<file path="config.mk">
export PLATFORM = sky130hd
export DESIGN_NAME = uart_tx_fifo
export DESIGN_NICKNAME = d
export VERILOG_FILES = /design/src/rtl/uart_tx_fifo_pkg.sv /design/src/rtl/uart_tx_fifo_byte_fifo.sv /design/src/rtl/uart_tx_fifo.sv
export SDC_FILE = /design/constraint.sdc
export NUM_CORES = 1
export LEC_CHECK = 0
export CORE_UTILIZATION = 55
export CTS_CLUSTER_DIAMETER = 120
export DETAILED_ROUTE_END_ITERATION = 6
export PLACE_DENSITY = 0.69
export SYNTH_ARGS = -nofsm -noshare
export SYNTH_HDL_FRONTEND = slang
export SYNTH_HIERARCHICAL = 1
export SYNTH_SLANG_ARGS = --single-unit
</file>
<file path="constraint.sdc">
create_clock -name clk -period 8.1 [get_ports clk]
set_input_delay 2.025 -clock clk [delete_from_list [all_inputs] [get_ports clk]]
set_output_delay 2.025 -clock clk [all_outputs]
set_load 0.05 [all_outputs]
</file>
<file path="src/rtl/uart_tx_fifo_pkg.sv">
// Shared definitions for the buffered UART transmitter: rate defaults,
// divider computation, FSM encoding and the I/O-decode data address.
package uart_tx_fifo_pkg;

  localparam int DEFAULT_CLOCK_RATE = 12_000_000;
  localparam int DEFAULT_BAUD_RATE  = 115_200;
  localparam int DEFAULT_FIFO_LOG2  = 3;

  // Address the memory-mapped decode maps onto a push of this block.
  localparam logic [31:0] UART_DATA_ADDR = 32'h0200_0000;

  // Transmitter states; encoding is fixed so firmware-visible debug taps stay stable.
  typedef enum logic [1:0] {
    IDLE  = 2'd0,
    START = 2'd1,
    DATA  = 2'd2,
    STOP  = 2'd3
  } uart_state_t;

  // Clock cycles per bit, truncated toward zero.
  function automatic int calc_div(input int clock_rate, input int baud_rate);
    return clock_rate / baud_rate;
  endfunction

endpackage

</file>
<file path="src/rtl/uart_tx_fifo_byte_fifo.sv">
// Synchronous byte FIFO with first-word-fall-through read port: dout always
// shows the head entry so the consumer can pop and use it in one cycle.
module byte_fifo #(
  parameter int WIDTH = 8,
  parameter int LOG2  = 3
) (
  input  logic             clk,
  input  logic             rstn,
  input  logic             push,
  input  logic             pop,
  input  logic [WIDTH-1:0] din,
  output logic [WIDTH-1:0] dout,
  output logic             full,
  output logic             empty,
  output logic [LOG2:0]    level
);

  localparam int DEPTH = 1 << LOG2;
  localparam logic [LOG2-1:0] PTR_ONE = 1;
  localparam logic [LOG2:0]   LVL_ONE = 1;
  localparam logic [LOG2:0]   LVL_MAX = (LOG2 + 1)'(DEPTH);

  logic [WIDTH-1:0] r_mem [DEPTH];
  logic [LOG2-1:0]  r_wr_ptr;
  logic [LOG2-1:0]  r_rd_ptr;
  logic [LOG2:0]    r_level;
  logic             w_wr_en;
  logic             w_rd_en;

  // Status comes from the registered level, so a push while full is dropped
  // even if a pop happens on the same edge.
  assign full    = (r_level == LVL_MAX);
  assign empty   = (r_level == '0);
  assign level   = r_level;
  assign w_wr_en = push & ~full;
  assign w_rd_en = pop & ~empty;
  assign dout    = r_mem[r_rd_ptr];

  // Storage array; contents are only meaningful below the level, so no reset.
  always_ff @(posedge clk) begin
    if (w_wr_en) begin
      r_mem[r_wr_ptr] <= din;
    end
  end

  // Pointers wrap modulo depth; level tracks occupancy (unchanged on push+pop).
  always_ff @(posedge clk or negedge rstn) begin
    if (!rstn) begin
      r_wr_ptr <= '0;
      r_rd_ptr <= '0;
      r_level  <= '0;
    end else begin
      if (w_wr_en) begin
        r_wr_ptr <= r_wr_ptr + PTR_ONE;
      end
      if (w_rd_en) begin
        r_rd_ptr <= r_rd_ptr + PTR_ONE;
      end
      case ({w_wr_en, w_rd_en})
        2'b10:   r_level <= r_level + LVL_ONE;
        2'b01:   r_level <= r_level - LVL_ONE;
        default: r_level <= r_level;
      endcase
    end
  end

endmodule

</file>
<file path="src/rtl/uart_tx_fifo.sv">
// Buffered 8N1 UART transmitter. Bytes pushed by the I/O decode are queued in
// byte_fifo and serialised LSB first; back-to-back frames have no idle gap.
module uart_tx_fifo
  import uart_tx_fifo_pkg::*;
#(
  parameter int CLOCK_RATE = DEFAULT_CLOCK_RATE,
  parameter int BAUD_RATE  = DEFAULT_BAUD_RATE,
  parameter int FIFO_LOG2  = DEFAULT_FIFO_LOG2
) (
  input  logic               clk,
  input  logic               rstn,
  input  logic               push,
  input  logic [7:0]         push_data,
  output logic               full,
  output logic               empty,
  output logic               busy,
  output logic [FIFO_LOG2:0] level,
  output logic               uart_tx
);

  localparam int DIV   = calc_div(CLOCK_RATE, BAUD_RATE);
  localparam int CNT_W = (DIV < 2) ? 1 : $clog2(DIV);
  localparam logic [CNT_W-1:0] BAUD_LAST = CNT_W'(DIV - 1);
  localparam logic [CNT_W-1:0] BAUD_ONE  = 1;

  generate
    if (DIV < 2) begin : g_bad_div
      $error("uart_tx_fifo: CLOCK_RATE/BAUD_RATE must be at least 2");
    end
  endgenerate

  uart_state_t      r_state;
  logic [CNT_W-1:0] r_baud_cnt;
  logic [2:0]       r_bit_cnt;
  logic [7:0]       r_shift;
  logic             r_tx;

  logic             w_baud_end;
  logic             w_pop;
  logic [7:0]       w_head;
  logic             w_full;
  logic             w_empty;
  logic [FIFO_LOG2:0] w_level;

  byte_fifo #(
    .WIDTH (8),
    .LOG2  (FIFO_LOG2)
  ) u_fifo (
    .clk   (clk),
    .rstn  (rstn),
    .push  (push),
    .pop   (w_pop),
    .din   (push_data),
    .dout  (w_head),
    .full  (w_full),
    .empty (w_empty),
    .level (w_level)
  );

  // A frame begins either from idle or straight out of a finishing stop bit.
  assign w_baud_end = (r_baud_cnt == BAUD_LAST);
  assign w_pop      = ~w_empty & ((r_state == IDLE) | ((r_state == STOP) & w_baud_end));

  assign full    = w_full;
  assign empty   = w_empty;
  assign level   = w_level;
  assign busy    = (r_state != IDLE) | ~w_empty;
  assign uart_tx = r_tx;

  // Shift register: load the head byte on pop, move right after each data bit.
  always_ff @(posedge clk) begin
    if (w_pop) begin
      r_shift <= w_head;
    end else if ((r_state == DATA) && w_baud_end) begin
      r_shift <= {1'b0, r_shift[7:1]};
    end
  end

  // Frame sequencer with baud and bit counters; the line level is registered here.
  always_ff @(posedge clk or negedge rstn) begin
    if (!rstn) begin
      r_state    <= IDLE;
      r_baud_cnt <= '0;
      r_bit_cnt  <= '0;
      r_tx       <= 1'b1;
    end else begin
      case (r_state)
        IDLE: begin
          r_baud_cnt <= '0;
          r_tx       <= 1'b1;
          if (!w_empty) begin
            r_tx    <= 1'b0;
            r_state <= START;
          end
        end
        START: begin
          if (w_baud_end) begin
            r_baud_cnt <= '0;
            r_bit_cnt  <= '0;
            r_tx       <= r_shift[0];
            r_state    <= DATA;
          end else begin
            r_baud_cnt <= r_baud_cnt + BAUD_ONE;
          end
        end
        DATA: begin
          if (w_baud_end) begin
            r_baud_cnt <= '0;
            if (r_bit_cnt == 3'd7) begin
              r_tx    <= 1'b1;
              r_state <= STOP;
            end else begin
              // r_shift[1] becomes shift[0] on this same edge.
              r_bit_cnt <= r_bit_cnt + 3'd1;
              r_tx      <= r_shift[1];
            end
          end else begin
            r_baud_cnt <= r_baud_cnt + BAUD_ONE;
          end
        end
        STOP: begin
          if (w_baud_end) begin
            r_baud_cnt <= '0;
            if (!w_empty) begin
              r_tx    <= 1'b0;
              r_state <= START;
            end else begin
              r_state <= IDLE;
            end
          end else begin
            r_baud_cnt <= r_baud_cnt + BAUD_ONE;
          end
        end
        default: begin
          r_state <= IDLE;
          r_tx    <= 1'b1;
        end
      endcase
    end
  end

endmodule

</file>
==> run metrics, run 1 <==
Leak Pwr=1.77 nW; gr usage total=19.5%; htree depth=3; Syn Inst Count=266; reg2reg end=u_fifo/level[3]; final hold viol count=0; hold path depth=1; total number of yosys warnings=6; IO Count=19; dpl hpwl=4640 microns; Hold Path Class=reg -> reg; Highest Clock Rate=0.233 GHz; Slew Limit Fails=0; total placed cells including tap cells=378; Combinational Power Share=18.7%; Cell Chain, Critical Path=or4b_4, inv_1, clkdlybuf4s50_1; CP Max Fanout=6; commonest non-fill, non-tap cell in the layout=edfxtp_1; number of DRC markers in iteration 0=142; Die X=91.1 microns; ANT nets after route=0; Post-CTS Setup Bufs=0; post-synth cell types=47; DIE AREA=0.00830 sq mm; hold endpoint=r_baud_cnt[0]; Slowest Stage Delay on Critical Path=790 ps; Layout Nets=312; flop-to-flop setup slack=4670 ps; sequential fraction of design power=53.8%; Syn Std Cell Area=0.00437 sq mm; commonest cells after routing, fill and taps aside=72 x edfxtp_1, 22 x dfrtp_1, 18 x clkdlybuf4s50_1, 16 x mux4_1, 13 x ha_1; switch share=29.6%; Peak VDD IR=147 uV; post_cts resized=0; Synth Register Bits=95; first-pass GRT wire length=11700 microns; grt ovf=0; Slew @ Worst Pin=1070 ps; area delta synth->final=10.5%; RSZ-0062 raised after global routing=no; Top FF cell, synth=edfxtp_1; die height=91.1 microns; critical path startpoint category=register; initial antenna violation count=0; clock root buffer=clkbuf_8; layout cell share with drive strength beyond 1=15.1%; drt via density=5.70; average size of a mapped cell=16.4 sq um; Reg2Reg Depth=11; register area share after synthesis=62.7%; Skew-Pair Late Insertion Delay=370 ps; Place WS=3700 ps; Slowest cell on crit path=clkdlybuf4s50_1; Post-synth EDFFs=72; post-DR wirelength/cell=18.5 microns; Net Sw Power=0.000347 W; remaining routing DRC violations=0; CTS tree=built; GP Congestion=0.799; drt pass-1 iters=4; clock share of power=27.6%; vias in the first global route=2209; Total Power=0.00117 W; drt total wl=7270 microns; min Tclk post-route=4300 ps; non-filler cells, final=394; Critical Path RT=6080 ps; CTS Buf Count=9; top post-synthesis cells by area=edfxtp_1 49%, dfrtp_1 13%, mux4_1 9.6%, ha_1 3.7%, mux2_2 2.6%; clk slew on worst S/H paths=90 ps; crit path from=u_fifo/level[2]; cts hold-fix bufs=0; clk buf depth=2; Post-synth ARST share=24.2%; starting density of the core=56.8%; Setup WS post-layout=3800 ps; share of the synthesized area in the top cell type=49.5%; PD cells=243 mW/mm^2; hold path startpoint=r_baud_cnt[0]; max cap viols=0; status=completed; total number of vias=2245; Setup Total Neg Slack=0 ps; largest net degree at the start of global routing=24; Setup crit end kind=output pin; WS Path Type=reg -> out; CTS sink cnt=95; total core area=0.00769 sq mm; crit path DAT=2270 ps; Worst Skew=11.5 ps; final setup fails=0; Synthesized Nets=291; Cell Int Power=0.000826 W; cell taking the most area after synthesis=edfxtp_1; Row Count=32; Inserted Diodes=0; slew margin rel.=28.7%; final worst path period share=53.1%; IO Port Bufs=18; worst r2r src=r_baud_cnt[0]
[critical path: cells and delay by family (launching register included)]
kind | cells | cell delay [ps]
buf+inv | 2 | 860
flops | 1 | 450
simple gates | 1 | 600
[routing by layer]
metal  track usage, %  part of all wire (%)  vias to the layer above
li1                 -                     -                     1082
met1             27.6                    49                     1119
met2             29.4                    46                       33
met3             3.10                   3.0                       11
met4             10.1                   2.0                        0
met5                0                     0                        -
[kinds of logic (layout without fill, tap and decap cells)]
logic type               Yosys count  in the layout  synth area share, %
adder cells (fa/ha/maj)           14             14                 4.18
buffers and inverters             20             46                 2.55
flip-flops                        95             95                 62.7
AO/OA/AOI/OAI                     30             30                 4.87
multiplexers                      36             36                 15.3
AND/OR/NAND/NOR                   61             61                 8.36
XOR/XNOR                          10             10                 2.01
[worst max path at each step]
stage	cells past startpoint	end	slack (ps)
2_1_floorplan	2	busy	2030
3_5_place_dp	7	u_fifo/level[3]	3700
3_3_place_gp	7	u_fifo/level[3]	3780
5_1_grt	4	busy	3680
4_1_cts	3	full	3770
6_report	3	full	3800
[power groups by stage]
stage	sequential [W]	clock, W	combinational [W]
after floorplan	0.000664	0	0.000115
after global placement	0.000638	0	0.000217
after detailed placement	0.000642	0	0.000222
after CTS	0.000631	0.000332	0.000222
after global routing	0.000639	0.000353	0.000239
final	0.000631	0.000323	0.000219
[through the flow]
step | area [sq um] | hold slack [ps] | utilization, %
after floorplan | 4370 | 434 | -
after global placement | 4620 | 454 | 60.1
after detailed placement | 4620 | 458 | 60.1
final | 4830 | 469 | 62.8
after global routing | 4830 | 490 | 62.8
after CTS | 4830 | 471 | 62.8
[cell usage after synthesis, types with 4 or more instances]
| cell type | instances |
|---|---|
| o21ai_0 | 6 |
| ha_1 | 13 |
| nand2b_1 | 4 |
| o21ai_1 | 4 |
| xnor2_1 | 7 |
| nor3_1 | 6 |
| nor3b_1 | 5 |
| a21oi_1 | 7 |
| inv_1 | 9 |
| buf_2 | 4 |
| mux4_1 | 16 |
| nand3_1 | 10 |
| nor2_1 | 10 |
| dfrtp_1 | 22 |
| mux2_2 | 10 |
| edfxtp_1 | 72 |
| nand2_1 | 12 |
| mux2_4 | 7 |
[area by class of cell]
type | count | area (sq um)
flip-flops and latches | 95 | 2740
inverters | 9 | 33.8
clock buffers | 9 | 124
repair buffers | 21 | 203
multi-input cells | 151 | 1520
well taps | 102 | 128
clock inverters | 7 | 83.8
fillers | 587 | 2860
[flip-flops by register name, summed over array words and instances, names as in the netlist]
| name | flops |
|---|---|
| u_fifo/r_mem | 64 |
| r_shift | 8 |
| r_baud_cnt | 7 |
| u_fifo/level | 4 |
| r_bit_cnt | 3 |
| u_fifo/r_rd_ptr | 3 |
| u_fifo/r_wr_ptr | 3 |
| r_state | 2 |
| uart_tx | 1 |
No activity file was read; power rests on OpenSTA's default activity.
==> inputs of run 2 (changes only) <==
==> constraint.sdc (replaced) <==
create_clock -name clk -period 4.5 [get_ports clk]
set_input_delay 1.125 -clock clk [delete_from_list [all_inputs] [get_ports clk]]
set_output_delay 1.125 -clock clk [all_outputs]
set_load 0.05 [all_outputs]
==> run 2 against run 1 <==
  * Critical path type unchanged
  * Global-route usage decreased by 0.12 points
  * Worst hold slack gained 4.7 ps
  * Core utilization hardly changed
  * Register-to-register slack worse by 3700 ps
  * Routed wire length is 0.54% lower
  * Critical path depth did not move
  * Die area unchanged
  * Clock power up 74%
  * Cell count decreased by 0.25%
  * Highest routed layer unchanged
==> run metrics, run 2 (same netlist as run 1, synthesis figures left out) <==
status=completed (unchanged); Slew Limit Fails=0 (unchanged); Slew @ Worst Pin=1090 ps (was 1070 ps); Highest Clock Rate=0.267 GHz; total placed cells including tap cells=377 (was 378); IO Count=19 (unchanged); first-pass GRT wire length=11800 microns (was 11700 microns); final worst path period share=83.4%; largest net degree at the start of global routing=24 (unchanged); Row Count=32 (unchanged); starting density of the core=56.8% (unchanged); cts hold-fix bufs=0 (unchanged); htree depth=3 (unchanged); dpl hpwl=4710 microns (was 4640 microns); Util after Layout=62.8% (about the same); post_cts resized=0 (unchanged); GP Congestion=0.730 (was 0.799); Reg2Reg Depth=9 (was 11); Inserted Diodes=0 (unchanged); commonest cells after routing, fill and taps aside=72 x edfxtp_1, 22 x dfrtp_1, 18 x clkdlybuf4s50_1, 16 x mux4_1, 13 x ha_1 (unchanged); WS Path Type=reg -> out (unchanged); initial antenna violation count=0 (unchanged); area delta synth->final=10.5% (about the same); flop-to-flop setup slack=1000 ps (was 4670 ps); clk slew on worst S/H paths=100 ps (was 90 ps); CTS Buf Count=9 (unchanged); Layout Nets=311 (was 312); CTS sink cnt=95 (unchanged); clk buf depth=2 (unchanged); drt total wl=7230 microns (was 7270 microns); clock root buffer=clkbuf_8 (unchanged); IO Port Bufs=18 (unchanged); Leak Pwr=1.76 nW (was 1.77 nW); slew margin rel.=26.9% (was 28.7%); RSZ-0062 raised after global routing=no (unchanged); Hold Path Class=reg -> reg (unchanged); min Tclk post-route=3750 ps; Die X=91.1 microns (unchanged); total core area=0.00769 sq mm (unchanged); CTS tree=built (unchanged); Skew-Pair Late Insertion Delay=360 ps (was 370 ps); final setup fails=0 (unchanged); gr usage total=19.4% (was 19.5%); hold path depth=1 (unchanged); Peak VDD IR=346 uV (was 147 uV); Worst Skew=11.0 ps (was 11.5 ps); post-DR wirelength/cell=18.4 microns (was 18.5 microns); number of DRC markers in iteration 0=96 (was 142); drt via density=5.74 (was 5.70); ANT nets after route=0 (unchanged); layout cell share with drive strength beyond 1=15.1% (about the same); commonest non-fill, non-tap cell in the layout=edfxtp_1 (unchanged); max cap viols=0 (unchanged); Total Power=0.00209 W (was 0.00117 W); die height=91.1 microns (unchanged); remaining routing DRC violations=0 (unchanged); critical path startpoint category=register (unchanged); Biggest register=u_fifo/r_mem (unchanged); biggest regs=u_fifo/r_mem: 64 flops, r_shift: 8 flops, r_baud_cnt: 7 flops (unchanged); vias in the first global route=2309 (was 2209); PD cells=433 mW/mm^2 (was 243 mW/mm^2); CP Max Fanout=7 (was 6); Post-CTS Setup Bufs=0 (unchanged); Setup Total Neg Slack=0 ps (unchanged); crit path DAT=2630 ps (was 2270 ps); Setup crit end kind=output pin (unchanged); final hold viol count=0 (unchanged); grt ovf=0 (unchanged); max FFs per register=64 (unchanged); Critical Path RT=3380 ps (was 6080 ps); total number of vias=2256 (was 2245); DIE AREA=0.00830 sq mm (unchanged); drt pass-1 iters=4 (unchanged); non-filler cells, final=393 (was 394)
run 2: cell types whose count changed in the layout (fill, tap and decap cells not counted), sizes merged:
cell / delta
buf: -1
bufinv: -1
clkinv: +2
clkinvlp: -1
run 2: metrics by stage:
step                hold WS (ps)  worst slack (ps)  instance area, sq um
CTS                          476               723                  4820
floorplan                    434               382                  4370
detailed placement           463              1000                  4620
global route                 500               572                  4820
finish                       474               749                  4820
global placement             443              1070                  4620
run 2: worst max-delay path, cell delays in order (launching register included):
cell             delay, ps
dfrtp_1                480
nor4_2                 810
nand2_1                220
clkdlybuf4s50_1        760
run 2: area by class of cell:
cell class	count	area [sq um]
Tap cell	102	128
Clock buffer	9	124
Clock inverter	7	81.3
Inverter	9	33.8
Multi-Input combinational cell	151	1520
Fill cell	577	2860
Sequential cell	95	2740
Timing Repair Buffer	20	195
run 2: report_power, final:
part           switching [W]  total, W  internal (W)  leakage, nW
Sequential         0.0000709   0.00114       0.00107        0.936
Clock               0.000337  0.000561      0.000224        0.104
Combinational       0.000240  0.000390      0.000150        0.724
Total               0.000648   0.00209       0.00144         1.76
run 2: final timing paths:
kind / start / to
worst max-delay path: u_fifo/level[3] / busy
worst min-delay path: r_baud_cnt[0] / r_baud_cnt[0]
worst max register to register: u_fifo/level[3] / u_fifo/level[3]
worst min register to register: r_baud_cnt[0] / r_baud_cnt[0]
max in group asynchronous: rstn / r_baud_cnt[3]
min in group asynchronous: rstn / r_bit_cnt[0]
run 2: per-layer routing:
layer / wire length [microns] / vias to the layer above / GRT usage, %
met3: 220 / 6 / 5.19
li1: - / 1080 / -
met1: 3460 / 1139 / 26.5
met5: 0 / - / 0
met2: 3480 / 31 / 30.6
met4: 72 / 0 / 5.95
==> inputs of run 3 (changes only) <==
--- a/config.mk
+++ b/config.mk
@@ -5,10 +5,10 @@
 export SDC_FILE = /design/constraint.sdc
 export NUM_CORES = 1
 export LEC_CHECK = 0
-export CORE_UTILIZATION = 55
+export CORE_UTILIZATION = 54
 export CTS_CLUSTER_DIAMETER = 120
 export DETAILED_ROUTE_END_ITERATION = 6
-export PLACE_DENSITY = 0.69
+export PLACE_DENSITY = 0.71
 export SYNTH_ARGS = -nofsm -noshare
 export SYNTH_HDL_FRONTEND = slang
 export SYNTH_HIERARCHICAL = 1
==> constraint.sdc (replaced) <==
create_clock -name clk -period 3.3 [get_ports clk]
set_input_delay 0.825 -clock clk [delete_from_list [all_inputs] [get_ports clk]]
set_output_delay 0.825 -clock clk [all_outputs]
set_load 0.05 [all_outputs]
==> run 3 against run 2 <==
  * Global-route usage down 0.69 points
  * Critical path depth unchanged
  * Routed wire length up 1.1%
  * Clock power up 26%
  * Combinational power up 47%
  * Sequential share of layout area down 1.0 points
  * Non-clock buffer count up 10
  * First-iteration DRC count up 40%
  * Setup slack worse by 650 ps
  * Largest cell class unchanged
  * Via count up 2.3%
  * Count of clock-buffer cells in the layout up 1
  * Cell count up 2.5%
==> run metrics, run 3 (same netlist as run 1, synthesis figures left out) <==
status=completed (unchanged); min Tclk post-route=3200 ps; Layout Nets=321 (was 311); Skew-Pair Late Insertion Delay=360 ps (about the same); initial antenna violation count=0 (unchanged); final setup fails=0 (unchanged); Leak Pwr=1.79 nW (was 1.76 nW); PD cells=582 mW/mm^2 (was 433 mW/mm^2); biggest regs=u_fifo/r_mem: 64 flops, r_shift: 8 flops, r_baud_cnt: 7 flops (unchanged); Biggest register=u_fifo/r_mem (unchanged); Worst Skew=12.5 ps (was 11.0 ps); largest net degree at the start of global routing=19 (was 24); crit path DAT=2380 ps (was 2630 ps); Post-CTS Setup Bufs=0 (unchanged); drt pass-1 iters=4 (unchanged); RSZ-0062 raised after global routing=no (unchanged); WS Path Type=reg -> out (unchanged); area of the multi-input gates=0.00157 sq mm (was 0.00152 sq mm); die height=91.9 microns (was 91.1 microns); grt ovf=0 (unchanged); commonest non-fill, non-tap cell in the layout=edfxtp_1 (unchanged); Util after Layout=63.4% (was 62.8%); drt via density=5.72 (was 5.74); area delta synth->final=12.7% (was 10.5%); number of DRC markers in iteration 0=134 (was 96); final worst path period share=97.0%; DIE AREA=0.00845 sq mm (was 0.00830 sq mm); CP Max Fanout=6 (was 7); dpl hpwl=4790 microns (was 4710 microns); Hold Path Class=reg -> reg (unchanged); worst r2r src=r_baud_cnt[0] (was u_fifo/level[3]); ANT nets after route=0 (unchanged); Die X=91.9 microns (was 91.1 microns); Slew @ Worst Pin=703 ps (was 1090 ps); clock root buffer=clkbuf_8 (unchanged); Setup Total Neg Slack=0 ps (unchanged); vias in the first global route=2196 (was 2309); drt total wl=7310 microns (was 7230 microns); Slowest cell on crit path=clkdlybuf4s50_1 (was nor4_2); GP Congestion=0.742 (was 0.730); hold path startpoint=r_baud_cnt[0] (unchanged); clk slew on worst S/H paths=90 ps (was 100 ps); Filler Cell Count=581 (was 577); CTS Buf Count=9 (unchanged); commonest cells after routing, fill and taps aside=72 x edfxtp_1, 19 x dfrtp_1, 18 x clkdlybuf4s50_1, 16 x mux4_1 (was 72 x edfxtp_1, 22 x dfrtp_1, 18 x clkdlybuf4s50_1, 16 x mux4_1, 13 x ha_1); htree depth=3 (unchanged); layout cell share with drive strength beyond 1=19.6% (was 15.1%); remaining routing DRC violations=0 (unchanged); Inserted Diodes=0 (unchanged); Highest Clock Rate=0.312 GHz; critical path startpoint category=register (unchanged); Slew Limit Fails=0 (unchanged); Storage cell area=0.00275 sq mm (was 0.00274 sq mm); Critical Path RT=2470 ps (was 3380 ps); Setup crit end kind=output pin (unchanged); Slowest Stage Delay on Critical Path=790 ps (was 810 ps); max cap viols=0 (unchanged); Row Count=32 (unchanged); clk buf depth=2 (unchanged); post-DR wirelength/cell=18.1 microns (was 18.4 microns); first-pass GRT wire length=11500 microns (was 11800 microns); starting density of the core=56.2% (was 56.8%); gr usage total=18.7% (was 19.4%); slew margin rel.=53.1% (was 26.9%); cts hold-fix bufs=0 (unchanged); CTS sink cnt=95 (unchanged); CTS tree=built (unchanged); total number of vias=2307 (was 2256); Cell Chain, Critical Path=or4b_4, inv_1, clkdlybuf4s50_1 (was nor4_2, nand2_1, clkdlybuf4s50_1); total core area=0.00777 sq mm (was 0.00769 sq mm); Total Power=0.00287 W (was 0.00209 W); final hold viol count=0 (unchanged); IO Count=19 (unchanged); IO Port Bufs=18 (unchanged); Peak VDD IR=451 uV (was 346 uV); post_cts resized=0 (unchanged); max FFs per register=64 (unchanged); crit path from=u_fifo/level[2] (was u_fifo/level[3])
==> run 3: cell types whose count changed in the layout (fill, tap and decap cells not counted), moves of 2 or more <==
| cell | previous run | this run |
|---|---|---|
| buf_4 | 2 | 12 |
| clkinv_8 | 2 | 0 |
| clkinvlp_4 | 0 | 2 |
| dfrtp_1 | 22 | 19 |
| dfrtp_2 | 0 | 2 |
| ha_1 | 13 | 11 |
==> run 3: per-stage QoR <==
stage          area [sq um]  cells  setup slack (ps)  hold WS (ps)
2_1_floorplan          4420    266              14.0           434
3_5_place_dp           4740    387               193           454
3_3_place_gp           4740    387               283           444
5_1_grt                4920    403              1.79           478
4_1_cts                4920    403              66.0           467
6_report               4920    403              98.1           463
==> run 3: path summary, 6_finish.rpt <==
kind | end | slack [ps] | cells past startpoint
worst min-delay path | r_baud_cnt[0] | 460 | 1
min in group asynchronous | r_state[0] | 870 | 1
max in group asynchronous | uart_tx | 1800 | 2
worst max-delay path | full | 100 | 3
worst max register to register | u_fifo/level[3] | 170 | 11
worst min register to register | r_baud_cnt[0] | 460 | 1
==> run 3: routing by layer <==
metal	track usage [%]	vias up	share of wire, %	wire length (microns)
met3	4.48	4	3.0	218
li1	-	1097	-	-
met1	27.1	1176	49	3600
met2	28.0	30	47	3450
met5	0	-	0	0
met4	5.99	0	0.55	40
==> run 3: layout make-up <==
class / count / area share (%)
Tap cell: 102 / 2.59
Multi-Input combinational cell: 151 / 31.8
Sequential cell: 95 / 55.8
Timing Repair Buffer: 30 / 5.49
Inverter: 9 / 0.686
Clock buffer: 10 / 2.59
Clock inverter: 6 / 1.07
==> run 3: critical path, delay by kind of cell, from the launching register on <==
family	cells	cell delay (ps)
buffers and inverters	2	860
and+or+nand+nor	1	630
DFF	1	530
==> run 3: power by group <==
group          internal (W)  leakage (nW)  switching (W)  total (W)
Sequential          0.00146         0.933       0.000128    0.00159
Clock              0.000286        0.0854       0.000421   0.000707
Combinational      0.000241         0.774       0.000332   0.000574
